===== config.mk =====
export PLATFORM = sky130hd
export DESIGN_NAME = run_sequencer_flat
export DESIGN_NICKNAME = d
export VERILOG_FILES = /design/src/rtl/run_sequencer_pkg.sv /design/src/rtl/run_sequencer_if.sv /design/src/rtl/run_sequencer_rise_detect.sv /design/src/rtl/run_sequencer.sv /design/src/flat_wrapper.sv
export SDC_FILE = /design/constraint.sdc
export NUM_CORES = 1
export LEC_CHECK = 0
export BUFFER_PORTS_ARGS = -buffer_cell sky130_fd_sc_hd__buf_2
export CAP_MARGIN = 0
export CORE_MARGIN = 2
export CORE_UTILIZATION = 56
export CTS_CLUSTER_DIAMETER = 50
export CTS_CLUSTER_SIZE = 25
export DETAILED_ROUTE_END_ITERATION = 6
export PLACE_DENSITY = 0.83
export SLEW_MARGIN = 20
export SYNTH_ARGS = -nofsm -noshare
export SYNTH_HDL_FRONTEND = slang
export SYNTH_HIERARCHICAL = 1
export SYNTH_SLANG_ARGS = --single-unit

===== constraint.sdc =====
create_clock -name clk -period 4.4 [get_ports clk]
set_clock_uncertainty 0.15 [all_clocks]
set_input_delay 0.88 -clock clk [delete_from_list [all_inputs] [get_ports clk]]
set_output_delay 0.88 -clock clk [all_outputs]
set_load 0.1 [all_outputs]

===== src/rtl/run_sequencer_pkg.sv =====
// rtl/run_sequencer_pkg.sv - shared state encoding and default widths for the run sequencer
package run_sequencer_pkg;

    localparam int DATA_W_DEF = 8;
    localparam int ADDR_W_DEF = 6;
    localparam int CNT_W_DEF  = 11;

    // The FSM's clock_count stops at 2**CNT_W-1 (its STOP_COUNT); the watchdog limit sits one
    // bit wider so a healthy run always raises done before the watchdog can fire.
    localparam int TIMEOUT_DEF = 2 ** (CNT_W_DEF + 1) - 1;

    typedef enum logic [2:0] {
        ST_IDLE   = 3'd0,
        ST_LOAD   = 3'd1,
        ST_START  = 3'd2,
        ST_WAIT   = 3'd3,
        ST_REPORT = 3'd4
    } state_t;

endpackage


===== src/rtl/run_sequencer_if.sv =====
// rtl/run_sequencer_if.sv - host-side load stream, run control and result bundle
interface run_sequencer_if
    import run_sequencer_pkg::*;
#(
    parameter int DATA_W = DATA_W_DEF,
    parameter int CNT_W  = CNT_W_DEF
);
    logic              load_req;
    logic              wr_valid;
    logic [DATA_W-1:0] wr_data;
    logic              wr_ready;
    logic              go;
    logic              ack;
    logic              result_valid;
    logic [CNT_W-1:0]  cycles;
    logic              timeout_err;

    modport master (
        output load_req, wr_valid, wr_data, go, ack,
        input  wr_ready, result_valid, cycles, timeout_err
    );

    modport slave (
        input  load_req, wr_valid, wr_data, go, ack,
        output wr_ready, result_valid, cycles, timeout_err
    );
endinterface


===== src/rtl/run_sequencer_rise_detect.sv =====
// rtl/run_sequencer_rise_detect.sv - registered rising-edge detector for a single level input
module rise_detect (
    input  logic clk,
    input  logic reset,
    input  logic d,
    output logic rise
);
    logic d_q;

    always_ff @(posedge clk or negedge reset) begin
        if (!reset) d_q <= 1'b0;
        else        d_q <= d;
    end

    assign rise = d & ~d_q;
endmodule


===== src/rtl/run_sequencer.sv =====
// rtl/run_sequencer.sv - loads the data memory, launches the measurement FSM and captures its count
module run_sequencer
    import run_sequencer_pkg::*;
#(
    parameter int DATA_W  = DATA_W_DEF,
    parameter int ADDR_W  = ADDR_W_DEF,
    parameter int CNT_W   = CNT_W_DEF,
    parameter int TIMEOUT = TIMEOUT_DEF
) (
    input  logic              clk,
    input  logic              reset,
    run_sequencer_if.slave    host,
    input  logic              fsm_done,
    input  logic [CNT_W-1:0]  fsm_count,
    output logic              load_mem,
    output logic              mem_we,
    output logic [ADDR_W-1:0] mem_addr,
    output logic [DATA_W-1:0] mem_wdata,
    output logic              start,
    output logic              busy
);
    localparam int WD_W = $clog2(TIMEOUT + 1);

    state_t           state, state_next;
    logic [ADDR_W:0]  nwords;
    logic [WD_W-1:0]  wdog;
    logic [CNT_W-1:0] cycles_q;
    logic             timeout_q;
    logic             wr_ready_i, result_valid_i;
    logic             accept, done_rise, wd_expired;

    rise_detect u_done_rise (
        .clk   (clk),
        .reset (reset),
        .d     (fsm_done),
        .rise  (done_rise)
    );

    assign accept     = wr_ready_i & host.wr_valid;
    assign wd_expired = (wdog == WD_W'(TIMEOUT));

    always_ff @(posedge clk or negedge reset) begin
        if (!reset) state <= ST_IDLE;
        else        state <= state_next;
    end

    always_comb begin
        state_next = state;
        case (state)
            ST_IDLE: begin
                if (host.load_req)                 state_next = ST_LOAD;
                else if (host.go && nwords != '0)  state_next = ST_START;
            end
            ST_LOAD:   if (!host.load_req)            state_next = ST_IDLE;
            ST_START:                                  state_next = ST_WAIT;
            ST_WAIT:   if (done_rise || wd_expired)   state_next = ST_REPORT;
            ST_REPORT: if (host.ack)                  state_next = ST_IDLE;
            default:                                   state_next = ST_IDLE;
        endcase
    end

    always_comb begin
        load_mem       = 1'b0;
        wr_ready_i     = 1'b0;
        start          = 1'b0;
        result_valid_i = 1'b0;
        busy           = (state != ST_IDLE);
        case (state)
            ST_LOAD: begin
                load_mem   = 1'b1;
                wr_ready_i = ~nwords[ADDR_W];
            end
            ST_START:  start          = 1'b1;
            ST_REPORT: result_valid_i = 1'b1;
            default: ;
        endcase
    end

    // nwords doubles as the write pointer; its top bit marks a full memory so it never wraps.
    always_ff @(posedge clk or negedge reset) begin
        if (!reset) begin
            nwords    <= '0;
            wdog      <= '0;
            cycles_q  <= '0;
            timeout_q <= 1'b0;
        end else begin
            if (state == ST_IDLE && host.load_req) nwords <= '0;
            else if (accept)                       nwords <= nwords + (ADDR_W + 1)'(1);

            if (state == ST_START)                     wdog <= '0;
            else if (state == ST_WAIT && !wd_expired)  wdog <= wdog + WD_W'(1);

            if (state == ST_WAIT && (done_rise || wd_expired)) begin
                cycles_q  <= fsm_count;
                timeout_q <= ~done_rise;
            end
        end
    end

    always_ff @(posedge clk or negedge reset) begin
        if (!reset) begin
            mem_we    <= 1'b0;
            mem_addr  <= '0;
            mem_wdata <= '0;
        end else begin
            mem_we <= accept;
            if (accept) begin
                mem_addr  <= nwords[ADDR_W-1:0];
                mem_wdata <= host.wr_data;
            end
        end
    end

    assign host.wr_ready     = wr_ready_i;
    assign host.result_valid = result_valid_i;
    assign host.cycles       = cycles_q;
    assign host.timeout_err  = timeout_q;
endmodule


===== src/flat_wrapper.sv =====
// flat-port wrapper written by rule: the top's interface ports become plain ports
module run_sequencer_flat import run_sequencer_pkg::*;
#(
    parameter int DATA_W  = DATA_W_DEF,
    parameter int ADDR_W  = ADDR_W_DEF,
    parameter int CNT_W   = CNT_W_DEF,
    parameter int TIMEOUT = TIMEOUT_DEF
)
  (clk, reset, fsm_done, fsm_count, load_mem, mem_we, mem_addr, mem_wdata, start, busy, host_load_req, host_wr_valid, host_wr_data, host_go, host_ack, host_wr_ready, host_result_valid, host_cycles, host_timeout_err);
  run_sequencer_if #(.DATA_W(DATA_W), .CNT_W(CNT_W)) host_i ();
  input  logic clk;
  input  logic reset;
  input  logic fsm_done;
  input  logic [CNT_W-1:0] fsm_count;
  output logic load_mem;
  output logic mem_we;
  output logic [ADDR_W-1:0] mem_addr;
  output logic [DATA_W-1:0] mem_wdata;
  output logic start;
  output logic busy;
  input wire logic [$bits(host_i.load_req)-1:0] host_load_req;
  input wire logic [$bits(host_i.wr_valid)-1:0] host_wr_valid;
  input wire logic [$bits(host_i.wr_data)-1:0] host_wr_data;
  input wire logic [$bits(host_i.go)-1:0] host_go;
  input wire logic [$bits(host_i.ack)-1:0] host_ack;
  output wire logic [$bits(host_i.wr_ready)-1:0] host_wr_ready;
  output wire logic [$bits(host_i.result_valid)-1:0] host_result_valid;
  output wire logic [$bits(host_i.cycles)-1:0] host_cycles;
  output wire logic [$bits(host_i.timeout_err)-1:0] host_timeout_err;
  assign host_i.load_req = host_load_req;
  assign host_i.wr_valid = host_wr_valid;
  assign host_i.wr_data = host_wr_data;
  assign host_i.go = host_go;
  assign host_i.ack = host_ack;
  assign host_wr_ready = host_i.wr_ready;
  assign host_result_valid = host_i.result_valid;
  assign host_cycles = host_i.cycles;
  assign host_timeout_err = host_i.timeout_err;
  run_sequencer #(.DATA_W(DATA_W), .ADDR_W(ADDR_W), .CNT_W(CNT_W), .TIMEOUT(TIMEOUT)) u_core (.clk(clk), .reset(reset), .host(host_i), .fsm_done(fsm_done), .fsm_count(fsm_count), .load_mem(load_mem), .mem_we(mem_we), .mem_addr(mem_addr), .mem_wdata(mem_wdata), .start(start), .busy(busy));
endmodule

# ---- After elaboration in Yosys (flattened, before gate mapping)
# Index checks and enable logic that the tools add are counted.
dict set report word_totals {
  reg_bits 50
  input_bits 26
}
dict set report op_classes {
  add_sub_neg 2
  n_eq_ne 9
  mux 14
  bitwise_logic 5
  n_reduce_logical 12
}
# cell n
set op_table {}
lappend op_table {{12-bit 2-to-1 mux} 2}
lappend op_table {{3-bit 2-to-1 mux} 5}
lappend op_table {{3-bit one-hot mux with 5 select lines} 1}
lappend op_table {{7-bit 2-to-1 mux} 2}
lappend op_table {{12-bit by 1-bit adder with 12-bit output (second input constant)} 1}
lappend op_table {{12-bit equality test (second input constant)} 1}
lappend op_table {{7-bit by 1-bit adder with 7-bit output (second input constant)} 1}
lappend op_table {{7-bit nonzero test} 1}
lappend op_table {{3-bit by 2-bit equality test with 1-bit output (second input constant)} 2}
lappend op_table {{1-bit logical AND} 4}
lappend op_table {{1-bit 2-to-1 mux} 4}
lappend op_table {{2-bit inequality test (second input constant)} 2}
lappend op_table {{4-bit AND reduction} 1}
lappend op_table {{2-bit nonzero test} 2}
lappend op_table {{3-bit by 1-bit equality test with 1-bit output (second input constant)} 1}
lappend op_table {{3-bit equality test (second input constant)} 1}
lappend op_table {{3-bit logical NOT} 1}
lappend op_table {{3-bit by 2-bit inequality test with 1-bit output (second input constant)} 1}
lappend op_table {{1-bit inverter} 3}
lappend op_table {{3-bit nonzero test} 1}
lappend op_table {{1-bit AND} 2}
lappend op_table {{2-bit by 1-bit inequality test with 1-bit output (second input constant)} 1}
lappend op_table {{1-bit logical NOT} 1}
lappend op_table {{1-bit logical OR} 1}

# ---- Depth between registers and ports, before layout
dict set report logic_depth {
  ltp_word 5
  mapped_depth 7
  depth_no_buf 5
}

# ---- Cells and area by module
# Netlist, hierarchy kept.
# mod n_inst cells_each area_each_um2 seq_area_each_um2
set modules_own_cells {}
lappend modules_own_cells {run_sequencer 1 194 2307.2 1226.2}
lappend modules_own_cells {rise_detect 1 2 38.8 25.0}

# ---- Least setup slack after synthesis
# Ideal clock, no wire load.
dict set report synth_timing {
  path_type {reg2out}
  from {register u_core.state[1]}
  to {output port host_result_valid}
  arrival_ns 2.783
  slack_ns 0.587
  stages_incl_launch_ff 3
  n_path_buf 1
  path_cell_list {dfrtp_1 buf_2 nor3b_1}
}
dict set report synth_between {
  elab_chain_cells 2
}
# element line
set synth_rtl {}
lappend synth_rtl {{start: declaration} run_sequencer.sv:24} ;# state_t state, state_next;
lappend synth_rtl {{start signal: assignment} run_sequencer.sv:44} ;# else state <= state_next;
lappend synth_rtl {{3-bit equality test} run_sequencer.sv:68} ;# case (state)
lappend synth_rtl {{1-bit 2-to-1 mux} run_sequencer.sv:68}
lappend synth_rtl {{end: declaration} flat_wrapper.sv:27} ;# output wire logic [$bits(host_i.result_valid)-1:0] host_result_valid;
# No other way between the ends.

# ---- Worst setup path after layout
dict set report layout_timing {
  from {register u_core.state[1]}
  to {output port start}
}
dict set report layout_between {
  elab_chain_cells 2
}
# element line
set layout_rtl {}
lappend layout_rtl {{3-bit by 2-bit equality test with 1-bit output} run_sequencer.sv:68}
lappend layout_rtl {{1-bit 2-to-1 mux} run_sequencer.sv:68}
lappend layout_rtl {{end: declaration} flat_wrapper.sv:19} ;# output logic start;
# No other way between the ends.

==> qor.yml <==
placement:
  pre_cts_ws_ns: 1.64
  dpl-instance-area_um2: 2620
  io_buffers: 57
  hpwl_mm: 2.98
  gp_congestion: 0.843
critical_path:
  reg2regPathDepth: 5
  critPathLaunchType: "flip-flop"
  regToRegSetupSlack_ns: 2.34
  worstSetupPathType: "reg -> out"
  arrival_ns: 2.11
  r2r_end: "u_core/host.cycles[1]"
  required_ns: 3.37
  end_kind: "output port"
  cp_max_fo: 10
  worstReg2RegStart: "u_core/wdog[0]"
  crit_start: "u_core/state[1]"
logic_synthesis:
  synth_nets: 225
  yosys_register_bits: 50
  synth.area.top_cells: "dfrtp_1 (53%), mux2_2 (6.7%), mux2_4 (5.8%)"
  synth_common_cells: "dfrtp_1 (50), mux2_2 (14), nor2_1 (14), nand2_1 (12), mux2_4 (9)"
  yosysSeqAreaShare_pct: 53.3
  synth.distinct_cells: 45
  synth_edf_count: 0
  synth_most_common_cell: "dfrtp_1"
  synth_top_area_share_pct: 53.3
  syn_area_um2: 2350
  synth_top_flop_cell: "dfrtp_1"
  syn_avg_cell_area_um2: 12.0
  syn_inst: 196
  ys_warn_count: 6
  synth_top_cell_by_area: "dfrtp_1"
  synthArstFlopShare_pct: 100
cells_and_area:
  num_antenna_cells: 0
  multi_input_area_um2: 990
  regArea_um2: 1250
  nFillCells: 316
  stdcell_area_um2: 2730
  areaGrowthSynthToFinish_pct: 16.4
  nets: 279
  drive_gt1_share_pct: 37.5
timing:
  worst_pin_slew_ns: 0.596
  fin_tns_setup_ns: 0
  slew_headroom_pct: 60.3
  post-route-min-period_ns: 3.14
  slew_violations: 0
  setup_viol: 0
  fmax_mhz: 319
  setup_ws_ns: 1.26
  rsz0062_at_grt: "no"
  fin_crit_sh_pct: 71.3
  finalHoldViolCount: 0
route:
  antenna_left: 0
  vias: 1707
  dr.pass1.iters: 4
  routedWlPerCell_um: 14.2
  drc: 0
  drt-vias-per-instance: 5.67
  initialDrtViolationCount: 95
  finalWirelength_mm: 4.28
clocking:
  clock-sinks: 50
  cts_tree: "yes"
  path_clk_slew_ns: 0.09
  post_cts_resized: 0
  insertion_delay_ns: 0.30
  cts-buffers-inserted: 5
  cts_buffer_depth: 2
  cts_htree_levels: 2
  post_cts_buffers: 0
  hold_buffers: 0
  cts_root_buf: "clkbuf_8"
hold_path:
  min_from: "u_core/mem_addr[1]"
  holdPathStages: 2
  hold_path_end: "u_core/mem_addr[1]"
  hold_path_class: "reg -> reg"
floorplan:
  rows: 23
  die_h_um: 68.7
  start_util_pct: 58.2
  io_pins: 58
  dieArea_um2: 4720
  die_w_um: 68.7
  core_area_um2: 4030
global_route:
  grt_pass1_vias: 1539
  grt.met1_usage_pct: 26.5
  grt_overflow: 0
  grtUsageTotal_pct: 20.0
  busiest_layer: "met2"
  grt_max_degree: 51
  grt_pass1_wl_mm: 6.89
  use_met2_pct: 30.9
  antenna_found_initial: 0
  use_met3_pct: 5.03
outcome:
  status: "finished clean"
flow_run:
  cap_violations: 0
sequential cells by signal (all words and copies together) (netlist names):
signal                   flops
u_core/host.cycles          11
u_core/mem_we                1
u_core/u_done_rise/d_q       1
u_core/state                 3
u_core/host.timeout_err      1
u_core/nwords                7
u_core/mem_addr              6
u_core/wdog                 12
u_core/mem_wdata             8
worst max-delay path: stages (launching register included):
cell and delay, ns:
dfrtp_1 0.55, or3b_2 0.60, clkinv_1 0.19, buf_2 0.46
through the flow:
stage,std cells,hold WS [ns],utilization [%]
final,301,0.332,67.8
after global routing,301,0.375,67.8
after CTS,301,0.335,67.7
after detailed placement,293,0.314,64.9
after global placement,293,0.308,64.9
after floorplan,196,0.343,-
layout by cell type, fill, tap and decap left out, drive strengths merged, types with 4 or more instances in the layout:
cell	n
a21oi	6
a31oi	4
and3	4
buf	57
clkbuf	5
dfrtp	50
inv	7
mux2	23
nand2	13
nand3	8
nand4	6
nor2	14
o21ai	6
xor2	4
cells by family after synthesis:
group / count (synthesis) / synth area share, %
xor+xnor: 5 / 1.87
compound gates: 28 / 8.21
flops: 50 / 53.3
mux: 26 / 13.8
simple gates: 67 / 16.7
buf+inv: 17 / 4.48
fa+ha+maj: 3 / 1.60
per-layer routing:
layer  wire (um)  share of wire (%)  vias to the layer above
met3         308                7.2                       11
met2        1970                 46                       78
met4          82                1.9                        0
met5           0                  0                        -
met1        1910                 45                      806
li1            -                  -                      812
area by class of cell:
class,count,area share (%)
inverters,7,0.962
repair buffers,57,10.5
clock buffers,5,2.52
flip-flops and latches,50,45.8
multi-input cells,129,36.3
clock inverters,3,1.60
well taps,50,2.29
worst max-delay path by stage:
stage                              to  slack [ns]  cells past startpoint
floorplan           host_result_valid        0.59                      2
global route                    start        1.20                      3
detailed placement              start        1.64                      3
global placement                start        1.66                      3
CTS                             start        1.29                      3
finish                          start        1.26                      3
Power is not shown: default switching activity piles up to over one toggle a cycle in this logic, so the estimate is an artifact.
